`config.mk`:
```
export PLATFORM = sky130hd
export DESIGN_NAME = iso7816_brg
export DESIGN_NICKNAME = d
export VERILOG_FILES = /design/src/rtl/iso7816_pkg.sv /design/src/rtl/iso7816_brg_frac.sv /design/src/rtl/iso7816_brg.sv
export SDC_FILE = /design/constraint.sdc
export NUM_CORES = 1
export LEC_CHECK = 0
export CAP_MARGIN = 30
export CORE_UTILIZATION = 58
export DETAILED_ROUTE_END_ITERATION = 8
export GPL_ROUTABILITY_DRIVEN = 0
export PLACE_DENSITY = 0.88
export SYNTH_ARGS = -nofsm -noshare
export SYNTH_HDL_FRONTEND = slang
export SYNTH_SLANG_ARGS = --single-unit
```
`constraint.sdc`:
```
create_clock -name clk -period 3.76 [get_ports clk]
set_input_delay 0.94 -clock clk [delete_from_list [all_inputs] [get_ports clk]]
set_output_delay 0.94 -clock clk [all_outputs]
set_load 0.005 [all_outputs]
```
`src/rtl/iso7816_pkg.sv`:
```
// Shared constants and types for the ISO7816 UART path.
// Default F/D ETU, minimum ETU, counter width and sync compensation live here.
package iso7816_pkg;

    localparam int ETU_W_DEF     = 16;
    localparam int ETU_MIN       = 4;
    localparam int ETU_FD_DEF    = 372;
    localparam int SYNC_COMP_DEF = 2;
    localparam int FRAC_W        = 8;

    // Direction of the character core; only RX re-phases on a start edge.
    typedef enum logic {
        BRG_MODE_RX = 1'b0,
        BRG_MODE_TX = 1'b1
    } brg_mode_e;

endpackage

```
`src/rtl/iso7816_brg_frac.sv`:
```
// Fractional ETU accumulator: adds cfg_etu_frac at each wrap and flags the
// following ETU as one cycle longer on carry. Used only with ISO7816_BRG_FRAC_EN.
module iso7816_brg_frac
    import iso7816_pkg::*;
(
    input  logic              clk,
    input  logic              rst,
    input  logic              clr,
    input  logic              step,
    input  logic [FRAC_W-1:0] frac,
    output logic              long_etu
);

    logic [FRAC_W-1:0] acc;
    logic [FRAC_W:0]   sum;

    assign sum = {1'b0, acc} + {1'b0, frac};

    // long_etu is registered at the wrap, so it shapes the ETU that starts there.
    always_ff @(posedge clk or posedge rst) begin
        if (rst) begin
            acc      <= '0;
            long_etu <= 1'b0;
        end else if (clr) begin
            acc      <= '0;
            long_etu <= 1'b0;
        end else if (step) begin
            acc      <= sum[FRAC_W-1:0];
            long_etu <= sum[FRAC_W];
        end
    end

endmodule

```
`src/rtl/iso7816_brg.sv`:
```
// ETU baud rate generator: boundary (tx) and mid-ETU (rx) strobes, start-edge
// re-phasing, run gating. Fractional ETU support under ISO7816_BRG_FRAC_EN.
module iso7816_brg
    import iso7816_pkg::*;
#(
    parameter int ETU_W     = ETU_W_DEF,
    parameter int SYNC_COMP = SYNC_COMP_DEF
) (
    input  logic             clk,
    input  logic             rst,
    input  logic [ETU_W-1:0] cfg_etu_int,
    input  logic [7:0]       cfg_etu_frac,
    input  logic             brg_run,
    input  logic             brg_sync,
    input  logic             brg_txrx,
    output logic             brg_stb_tx,
    output logic             brg_stb_rx
);

    logic [ETU_W-1:0] cnt;
    logic [ETU_W-1:0] etu_len;
    logic [ETU_W-1:0] etu_half;
    logic [ETU_W-1:0] cfg_len;
    logic [ETU_W:0]   wrap_at;
    logic             run_q;
    logic             run_rise;
    logic             sync_ok;
    logic             wrap_hit;
    logic             half_hit;
    logic             wrap_step;
    logic             long_etu;

    assign cfg_len  = (cfg_etu_int < ETU_W'(ETU_MIN)) ? ETU_W'(ETU_MIN) : cfg_etu_int;
    assign run_rise = brg_run & ~run_q;
    assign sync_ok  = brg_sync & (brg_mode_e'(brg_txrx) == BRG_MODE_RX) & brg_run;

    // One extra bit so a long ETU at the maximum length cannot overflow the compare.
    assign wrap_at  = {1'b0, etu_len} + {{ETU_W{1'b0}}, long_etu} - {{ETU_W{1'b0}}, 1'b1};
    assign wrap_hit = ({1'b0, cnt} == wrap_at);
    assign half_hit = (cnt == (etu_half - ETU_W'(1)));

    assign wrap_step = brg_run & ~sync_ok & ~run_rise & wrap_hit;

`ifdef ISO7816_BRG_FRAC_EN
    iso7816_brg_frac u_frac (
        .clk      (clk),
        .rst      (rst),
        .clr      (~brg_run),
        .step     (wrap_step),
        .frac     (cfg_etu_frac),
        .long_etu (long_etu)
    );
`else
    logic unused_frac;

    assign long_etu    = 1'b0;
    assign unused_frac = ^cfg_etu_frac;
`endif

    always_ff @(posedge clk or posedge rst) begin
        if (rst) begin
            cnt        <= '0;
            etu_len    <= ETU_W'(ETU_MIN);
            etu_half   <= ETU_W'(ETU_MIN / 2);
            run_q      <= 1'b0;
            brg_stb_tx <= 1'b0;
            brg_stb_rx <= 1'b0;
        end else begin
            run_q      <= brg_run;
            brg_stb_tx <= 1'b0;
            brg_stb_rx <= 1'b0;
            if (!brg_run) begin
                cnt <= '0;
            end else if (sync_ok) begin
                // Matches from the pre-sync phase are dropped on purpose.
                cnt      <= ETU_W'(SYNC_COMP);
                etu_len  <= cfg_len;
                etu_half <= cfg_len >> 1;
            end else if (run_rise) begin
                // cnt is 0 here, so neither match can fire on the stale length.
                cnt      <= ETU_W'(1);
                etu_len  <= cfg_len;
                etu_half <= cfg_len >> 1;
            end else begin
                if (wrap_hit) begin
                    cnt        <= '0;
                    etu_len    <= cfg_len;
                    etu_half   <= cfg_len >> 1;
                    brg_stb_tx <= 1'b1;
                end else begin
                    cnt <= cnt + ETU_W'(1);
                end
                if (half_hit) begin
                    brg_stb_rx <= 1'b1;
                end
            end
        end
    end

    assert property (@(posedge clk) disable iff (rst) !(brg_stb_tx && brg_stb_rx));

endmodule

```
# Word level (Yosys, flattened, before mapping)
# Cells that the tools add are included.
# op_classes
muxes	19
magnitude_cmp	1
addsub	3
bitwise_logic	5
n_eq_ne	2
n_reduce_logical	2
# ops
operator	count
$mux 16	11
$eq 16x17->1	1
$sub 16x1->17 const B	1
$add 16x1->16 const B	1
$eq 16x16->1	1
$lt 16x3->1 const B	1
$sub 16x1->16 const B	1
$mux 1	8
$and 1x1->1	3
$reduce_bool 3->1	1
$not 1->1	2
$reduce_and 2->1	1
# word_totals
wordCells	38
reg_bits	51
inputBits	29

# Longest topological paths before layout
# depth
depth_word	6
ltp_mapped	11
ltp_nobuf	8

# Worst setup path before layout
# No wires, ideal clock.
# synth_timing
path_kind	register to register
startpoint	register etu_len[1]
endpoint	register etu_len[4]
slack_ns	0.637
synth_period_minus_slack_ns	3.123
setup_ns	0.086
required_time_ns	3.674
arrival_ns	3.038
stages_incl_launch_ff	11
n_path_buf	2
path_cell_list	dfrtp_1 > inv_1 > ha_1 > nor4b_2 > nand3_1 > a211o_1 > a2111o_1 > or4b_1 > buf_2 > buf_6 > o221ai_2
# synth_via
elab_chain_cells	4
# synth_lines
element	line	rtl
start, declared	iso7816_brg.sv:21	logic [ETU_W-1:0] etu_len;
start signal, assigned	iso7816_brg.sv:63	etu_len <= ETU_W'(ETU_MIN);
start signal, assigned	iso7816_brg.sv:77	etu_len <= cfg_len;
start signal, assigned	iso7816_brg.sv:82	etu_len <= cfg_len;
$sub 16x1->17	iso7816_brg.sv:38	assign wrap_at = {1'b0, etu_len} + {{ETU_W{1'b0}}, long_etu} - {{ETU_W{1'b0}}, 1'b1};
$eq 16x17->1	iso7816_brg.sv:39	assign wrap_hit = ({1'b0, cnt} == wrap_at);
$reduce_bool 3->1 (no line)	--	
$reduce_and 2->1 (no line)	--	
# No other way between the ends.
# A chain may end at the register's enable or synchronous reset.

# Final worst setup path
# layout_timing
startpoint	register etu_len[1]
endpoint	register etu_len[11]
# Same word-level chain as after synthesis.

==> results.cfg <==
[run_status]
status = finished clean

[cells_and_area]
drive_above_1_share_pct = 10.0
fillers = 406
seqCellArea_um2 = 877
area_growth_pct = 12.2
final_util_pct = 69.1
antenna_cells = 0
multi_input_area_um2 = 1860
final_net_count = 401

[timing]
setup_violations = 0
finalCritPeriodShare_pct = 88.7
hold_violations = 0
skew_ns = 0.0136
slew_headroom_pct = 36.8
final.setup.tns_ns = 0
slew_viol_final = 0
min_period_ns = 3.34
rsz0062_at_grt = no
fmax_mhz = 300
tightest_slew_ns = 0.947

[global_routing]
overflow = 0
grt_antenna_before_repair = 0
grt_pass1_wl_um = 12400
grt_usage_pct = 29.3
grt_pass1_vias = 2807
grt_max_degree = 33

[clock_network]
numCtsBuffers = 5
clock-root-buffer = clkbuf_8
cts_sinks = 35
htree_levels = 2
clock_path_buffers = 2
clock_latency_ns = 0.30
cts_resized = 0
postCtsSetupRepairBufs = 0
cts_hold_buffers = 0
cts_tree = built
path_clk_slew_ns = 0.08

[critical_path]
path_cells = inv_1 > ha_1 > nor4b_2 > nand3_1 > a211o_1 > a2111o_1 > or4b_1 > buf_4 > o221ai_1
critical_path.max_fanout = 16
startpoint_type = register
timing.rr.start = etu_len[1]$_DFFE_PP0P_
crit_path_max_incr_delay_ns = 0.57
cp_data_required_time_ns = 3.96
end_kind = register
r2r_end = etu_len[11]$_DFFE_PP0P_
crit_path_top_delay_cell = nor4b_2
worst-r2r-cell-count = 9
crit_type = reg2reg
cp.arrival_ns = 3.54
crit_start = etu_len[1]$_DFFE_PP0P_
r2r_slack_ns = 0.42

[hold_path]
hold_path_startpoint = run_q$_DFF_PP0_
hold_path_end = cnt[0]$_DFF_PP0_
min_path_cells = 1
min_path_type = reg2reg

[route]
drtPass1Iterations = 5
vias = 2771
wl_per_cell_um = 16.2
drcViolationCount = 0
antenna_left = 0
wirelength_um = 7100
vias_per_cell = 6.34
first_iter_violations = 223

[yosys]
yosys_warnings = 0
syn_nets = 395
avgSynthCellArea_um2 = 8.17
synthCells = 363
synthFlopType = dfrtp_1
ys_types = 55
yosysSeqAreaShare_pct = 29.6
netlist_area_um2 = 2970
synthArstFlopShare_pct = 100
ys_seq_elements = 35
synth_edf_count = 0

[floorplan]
start_util_pct = 61.6
fp.dieW_um = 73.5
die_h_um = 73.5
ios = 31
placementRows = 25
die-area_um2 = 5400
core_area_um2 = 4820

[power]
p_leak_nw = 1.32
vdd_ir_drop_max_mv = 0.255
power.density_nw_per_um2 = 346

[place]
dp_hpwl_um = 5310
portBuffers = 22

[job]
max-cap-violations = 0
cell families (layout without fill, tap and decap cells):
group | Yosys count | count (layout) | synth area share (%)
compound gates | 77 | 77 | 22.5
xor+xnor | 47 | 47 | 13.9
fa+ha+maj | 3 | 3 | 1.27
buf+inv | 57 | 64 | 7.89
flops | 35 | 35 | 29.6
mux | 1 | 1 | 0.337
simple gates | 143 | 143 | 24.6
cells in the final DEF (no fill, tap or decap), types with 3 or more instances in the layout:
cell	count
o21ai_0	7
o221ai_1	6
clkbuf_8	5
xor2_1	22
xnor2_1	25
nor2b_1	4
and2_1	4
buf_4	12
or4_1	3
a21oi_1	10
nand2_1	46
a2111o_1	3
nand4b_1	3
nor2_1	18
nand4_1	6
a2bb2oi_1	14
nor4_1	9
clkdlybuf4s50_1	22
dfrtp_1	34
nand3_1	12
inv_1	22
nor3_1	17
o221ai_2	10
and3_1	7
ha_1	3
critical path, delay by kind of cell (launching register included):
kind,cells,cell delay (ns)
AO/OA/AOI/OAI,3,0.97
adder cells (fa/ha/maj),1,0.18
buffers and inverters,2,0.34
flip-flops,1,0.45
AND/OR/NAND/NOR,3,1.30
cell usage after synthesis, types with 6 or more instances:
library cell / number / share of area, %
a2bb2oi_1: 14 / 4.1
dfrtp_1: 34 / 29
nand2_1: 46 / 5.8
nor3_1: 17 / 2.9
inv_1: 22 / 2.8
o221ai_2: 10 / 5.1
nand4_1: 6 / 1.3
o221ai_1: 6 / 1.8
a21oi_1: 10 / 1.7
nand3_1: 12 / 2.0
nor4_1: 10 / 2.1
clkbuf_1: 26 / 3.3
and3_1: 7 / 1.5
xor2_1: 22 / 6.5
xnor2_1: 25 / 7.4
o21ai_0: 7 / 1.2
nor2_1: 18 / 2.3
how the worst max path moves through the flow:
stage | slack [ns] | to | cells after the start
after floorplan | 0.64 | etu_len[4]$_DFFE_PP0P_ | 10
after global placement | 0.51 | etu_len[0]$_DFFE_PP0P_ | 9
after detailed placement | 0.48 | etu_len[0]$_DFFE_PP0P_ | 9
after CTS | 0.44 | etu_len[0]$_DFFE_PP0P_ | 9
after global routing | 0.23 | etu_len[1]$_DFFE_PP0P_ | 9
final | 0.42 | etu_len[11]$_DFFE_PP0P_ | 9
layer usage:
layer	track usage (%)	wire, µm	part of all wire, %	up-vias
li1	-	-	-	1312
met1	37.2	3030	43	1339
met2	50.1	3490	49	100
met3	4.39	398	5.6	20
met4	10.9	188	2.6	0
met5	0	0	0	-
power breakdown:
part	internal [W]	total (W)	leakage (nW)	switching, W
Clock	0.000197	0.000342	0.0581	0.000145
Combinational	0.000158	0.000325	0.813	0.000167
Sequential	0.000406	0.000485	0.449	0.0000790
Total	0.000762	0.00115	1.32	0.000390
cell type report:
cell class	count	area share, %
Clock buffer	5	2.07
Clock inverter	3	1.32
Inverter	22	2.48
Multi-Input combinational cell	271	55.9
Sequential cell	35	26.4
Tap cell	67	2.52
Timing Repair Buffer	34	9.32
sequential cells by signal (all words and copies together), names as in the netlist:
register / flops
run_q: 1
etu_len: 15
etu_half: 1
brg_stb_tx: 1
brg_stb_rx: 1
cnt: 16
stage by stage:
stage	cells	area (µm²)	worst slack (ns)	total power (W)	hold WS (ns)
finish	437	3330	0.423	0.00115	0.497
detailed placement	429	3220	0.483	0.000810	0.477
global route	437	3330	0.227	0.00122	0.523
global placement	429	3220	0.510	0.000795	0.462
CTS	437	3330	0.440	0.00115	0.491
floorplan	363	2970	0.637	0.000721	0.443
(Power assumes the default switching activity.)
